$ cat src/rtl/ram_seg7_scan.sv
// Scans four RAM bytes as 8 hex digits on a multiplexed 7-segment display, with dark guard gaps between digits.
// Latency: outputs are registered one cycle behind the FSM; the input bytes are snapshotted once per frame.
module ram_seg7_scan #(
    parameter int SCAN_DIV    = 50000,
    parameter int GUARD       = 2,
    parameter bit SEG_ACT_LOW = 1'b1,
    parameter bit DIG_ACT_LOW = 1'b1
) (
    input  logic       clk,
    input  logic       rst,
    input  logic [7:0] ram20,
    input  logic [7:0] ram21,
    input  logic [7:0] ram22,
    input  logic [7:0] ram23,
    input  logic [3:0] dp_en,
    input  logic       blank,
    output logic [6:0] seg,
    output logic       dp,
    output logic [7:0] dig,
    output logic       frame
);

    typedef enum logic [1:0] {S_LOAD, S_GUARD, S_SHOW} state_t;

    localparam logic [15:0] SHOW_LAST  = 16'(SCAN_DIV - 1);
    localparam logic [15:0] GUARD_LAST = 16'(GUARD - 1);

    state_t      state;
    logic [15:0] cnt;
    logic [2:0]  idx;
    logic [31:0] sh_ram;
    logic [3:0]  sh_dp;

    logic [7:0] cur_byte;
    logic [3:0] nib;
    logic [6:0] seg_hi;
    logic       lit;

    always_comb begin
        cur_byte = sh_ram[{idx[2:1], 3'b000} +: 8];
        nib      = idx[0] ? cur_byte[7:4] : cur_byte[3:0];
        lit      = (state == S_SHOW) && !blank;
        case (nib)
            4'h0: seg_hi = 7'h3F;
            4'h1: seg_hi = 7'h06;
            4'h2: seg_hi = 7'h5B;
            4'h3: seg_hi = 7'h4F;
            4'h4: seg_hi = 7'h66;
            4'h5: seg_hi = 7'h6D;
            4'h6: seg_hi = 7'h7D;
            4'h7: seg_hi = 7'h07;
            4'h8: seg_hi = 7'h7F;
            4'h9: seg_hi = 7'h6F;
            4'hA: seg_hi = 7'h77;
            4'hB: seg_hi = 7'h7C;
            4'hC: seg_hi = 7'h39;
            4'hD: seg_hi = 7'h5E;
            4'hE: seg_hi = 7'h79;
            default: seg_hi = 7'h71;
        endcase
    end

    always_ff @(posedge clk) begin
        if (!rst) begin
            state  <= S_LOAD;
            cnt    <= 16'd0;
            idx    <= 3'd0;
            sh_ram <= 32'd0;
            sh_dp  <= 4'd0;
            seg    <= {7{SEG_ACT_LOW}};
            dp     <= SEG_ACT_LOW;
            dig    <= {8{DIG_ACT_LOW}};
            frame  <= 1'b0;
        end else begin
            case (state)
                S_LOAD: begin
                    sh_ram <= {ram23, ram22, ram21, ram20};
                    sh_dp  <= dp_en;
                    cnt    <= 16'd0;
                    state  <= S_GUARD;
                end
                S_GUARD: begin
                    if (cnt == GUARD_LAST) begin
                        cnt   <= 16'd0;
                        state <= S_SHOW;
                    end else begin
                        cnt <= cnt + 16'd1;
                    end
                end
                default: begin
                    if (cnt == SHOW_LAST) begin
                        cnt <= 16'd0;
                        idx <= idx + 3'd1;
                        // idx wraps 7 -> 0 naturally at the end of the frame
                        state <= (idx == 3'd7) ? S_LOAD : S_GUARD;
                    end else begin
                        cnt <= cnt + 16'd1;
                    end
                end
            endcase

            seg   <= (lit ? seg_hi : 7'h00) ^ {7{SEG_ACT_LOW}};
            dp    <= (lit && idx[0] && sh_dp[idx[2:1]]) ^ SEG_ACT_LOW;
            dig   <= (lit ? (8'h01 << idx) : 8'h00) ^ {8{DIG_ACT_LOW}};
            frame <= (state == S_LOAD);
        end
    end

endmodule

$ cat config.mk
export PLATFORM = sky130hd
export DESIGN_NAME = ram_seg7_scan
export DESIGN_NICKNAME = d
export VERILOG_FILES = /design/src/rtl/ram_seg7_scan.sv
export SDC_FILE = /design/constraint.sdc
export NUM_CORES = 1
export LEC_CHECK = 0
export BUFFER_PORTS_ARGS = -buffer_cell sky130_fd_sc_hd__buf_2
export CELL_PAD_IN_SITES_DETAIL_PLACEMENT = 0
export CELL_PAD_IN_SITES_GLOBAL_PLACEMENT = 1
export CORE_MARGIN = 2
export CORE_UTILIZATION = 42
export DETAILED_ROUTE_END_ITERATION = 7
export PLACE_DENSITY = 0.76
export SYNTH_ARGS = -nofsm -noshare
export SYNTH_HDL_FRONTEND = slang
export SYNTH_SLANG_ARGS = --single-unit
$ cat constraint.sdc
create_clock -name clk -period 3.2 [get_ports clk]
set_clock_uncertainty 0.2 [all_clocks]
set_input_delay 0.32 -clock clk [delete_from_list [all_inputs] [get_ports clk]]
set_output_delay 0.32 -clock clk [all_outputs]
set_load 0.1 [all_outputs]
==> flow_summary.toml <==
[status]
outcome = "finished, final reports clean"

[worst_setup_path]
start_kind = "flop"
crit_path_end_kind = "flop"
r2r-start = "idx[0]"
crit_type = "reg2reg"
cpLargestDelayFamily = "flip-flops"
r2r_slack_ns = 0.56
cp_common_cell = "nand2_1"
r2r_cells = 8
cp_num_buf_inv = 1
cp_cell_sequence = "mux4_1, nand2_1, nand2_1, ha_1, inv_1, a21oi_1, a2111oi_0, a31oi_1"
crit_path_top_delay_cell = "dfxtp_1"
slowest_delay_ns = 0.64
crit_fanout = 12
critPathRequiredTime_ns = 3.21
timing.rr.end = "seg[3]"
arrival_ns = 2.66

[synth]
yosysUniqueCellTypes = 48
synth_edf_count = 0
synthesis.nets = 416
synth_cells = 363
syn_avg_cell_area_um2 = 9.15
synth.yosys.seq_area_share_pct = 44.6
syn_area_um2 = 3320
async_reset_ff_share_pct = 0
ys_ff_latch = 74
synthFlopType = "dfxtp_1"
yosysWarningCount = 0

[pwr]
intPower_mw = 1.53
p_sw_mw = 0.543
pwr-share-seq_pct = 48.4
clkPwrFrac_pct = 38.5
ir_drop_v = 0.000251
p_leak_nw = 1.58
p_total_mw = 2.07
power_density_nw_per_um2 = 529
p_sw_share_pct = 26.2
combPwrFrac_pct = 13.2

[clock_tree]
cts-htree-levels = 3
tritoncts = "yes"
clock_sink_count = 74
clkLatencyLatePin_ns = 0.35
cts_buffers = 9
cts_resized = 0
clockBufferDepth = 2
cts_root_buf = "clkbuf_8"
cts.clk_slew.worst_paths_ns = 0.08

[hold_path]
hold_path.startpoint = "ram23[5]"
hold_path_end = "sh_ram[29]"
hold_class = "in2reg"
min_path_cells = 3

[route]
drc = 0
viasPerCell = 4.89
drt-initial-drc-count = 76
drtPass1Iterations = 4
routedWlPerCell_um = 13.0
ant_nets = 0
dr_total_vias = 2568
routed_wl_um = 6830

[cells_and_area]
multi_input_area_um2 = 1720
register_area_um2 = 1480
final_common_cell = "nand2_1"
layout_common_cells = "nand2_1, dfxtp_1, buf_2"
nFillCells = 794
fin_util_pct = 51.0
nets = 471
drive_gt1_share_pct = 20.6
stdcell_count = 525
final_cell_area_um2 = 3920
antennaDiodeCount = 0
area_delta_synth_final_pct = 18.0

[sta]
period_needed_ns = 2.64
relSlewSlack_pct = 56.6
hold_violations = 0
grt_setup_unrepaired = "no"
maxSlewViolCount = 0
min_period_over_period_pct = 82.6
setup-violations-final = 0
worst_pin_slew_ns = 0.649
fmax_mhz = 378
setup_tns_ns = 0

[die]
die_x_um = 92.9
rows = 32
dieArea_um2 = 8640
core-area_um2 = 7690
start_util_pct = 43.2
io_pins = 56
die_height_um = 92.9

[global_routing]
grt_max_degree = 45
grt-ovfl-total = 0
grt_pass1_vias = 2399
grt_antenna_before_repair = 0
grt_pass1_wl_um = 11500
track_usage_pct = 17.3

[placed_design]
hpwl_um = 4840
dpl_cell_area_um2 = 3690
portBuffers = 55
dp_cells = 508
gp_congestion = 0.789

[flow_run]
max_cap_violations = 0
[registers in the layout, summed over array words and instances, names as in the netlist]
| signal | flops |
|---|---|
| sh_ram | 32 |
| state | 2 |
| idx | 3 |
| seg | 7 |
| dp | 1 |
| cnt | 16 |
| dig | 8 |
| sh_dp | 4 |
| frame | 1 |
[metal layers]
layer | global-route usage, % | share of wire, % | wire length (um)
met2 | 26.3 | 44 | 3030
met5 | 0 | 0 | 0
met4 | 6.99 | 1.1 | 76
met3 | 4.64 | 4.2 | 286
met1 | 23.2 | 50 | 3440
[synth_stat cells (2+ instances only)]
cell type,number,share of area (%)
mux4_1,5,4.0
nor3_1,3,0.45
nand3_1,11,1.7
mux2i_1,8,2.4
buf_2,3,0.45
inv_1,10,1.1
nor2b_1,4,0.75
dfxtp_1,74,45
nand4_1,3,0.57
xor2_1,6,1.6
o221ai_1,2,0.53
xnor2_1,9,2.4
and3_1,2,0.38
buf_1,3,0.34
nand2_1,92,10
ha_1,14,5.3
clkbuf_1,10,1.1
and2_1,3,0.57
a21oi_1,4,0.60
nor2_1,25,2.8
o21ai_0,3,0.45
nor4_1,5,0.94
a21boi_0,38,8.6
mux4_2,2,1.4
[final cells by class]
class	instances	share of cell area [%]
inverters	10	0.958
well taps	102	3.26
flip-flops and latches	74	37.8
repair buffers	62	8.43
clock inverters	5	1.98
multi-input cells	261	44.0
clock buffers	11	3.61
[power groups by stage]
| stage | logic, mW | registers, mW | clock network, mW |
|---|---|---|---|
| final | 0.273 | 1.00 | 0.797 |
| after global routing | 0.307 | 1.01 | 0.870 |
| after CTS | 0.277 | 1.00 | 0.823 |
| after detailed placement | 0.276 | 1.03 | 0 |
| after global placement | 0.269 | 1.03 | 0 |
| after floorplan | 0.159 | 1.06 | 0 |
[worst max path at each step]
stage	startpoint	endpoint	slack [ns]	depth (start not counted)
finish	idx[0]	seg[3]	0.56	8
global route	idx[0]	seg[3]	0.41	8
CTS	idx[0]	seg[3]	0.57	8
detailed placement	idx[0]	seg[3]	0.59	8
global placement	idx[0]	seg[3]	0.65	8
floorplan	idx[0]	seg[3]	0.86	9
[kinds of logic (layout without fill, tap and decap cells)]
group | count (synthesis) | count (layout) | synth area share [%]
xor+xnor | 15 | 15 | 3.95
flops | 74 | 74 | 44.6
simple gates | 157 | 157 | 21.1
mux | 17 | 17 | 8.51
buf+inv | 28 | 88 | 3.62
compound gates | 58 | 58 | 13.0
fa+ha+maj | 14 | 14 | 5.27
[per-stage QoR]
step                      setup WS (ns)  hold WS [ns]
after floorplan                   0.858         0.239
after global placement            0.654         0.251
after detailed placement          0.587         0.256
after CTS                         0.572      0.000917
after global routing              0.406       0.00502
final                             0.556        0.0177
[worst reg2reg max path: stages (launching register included)]
cell and delay (ns):
dfxtp_1 0.64, mux4_1 0.62, nand2_1 0.08, nand2_1 0.15
ha_1 0.24, inv_1 0.08, a21oi_1 0.04, a2111oi_0 0.39
a31oi_1 0.08
[repair_timing]
item,4_1_cts,5_1_grt
setup buffers,0,0
endpoints found under the hold margin,1,0
hold buffers,1,0
setup endpoints to repair,0,0
No activity file was read; power rests on OpenSTA's default activity.
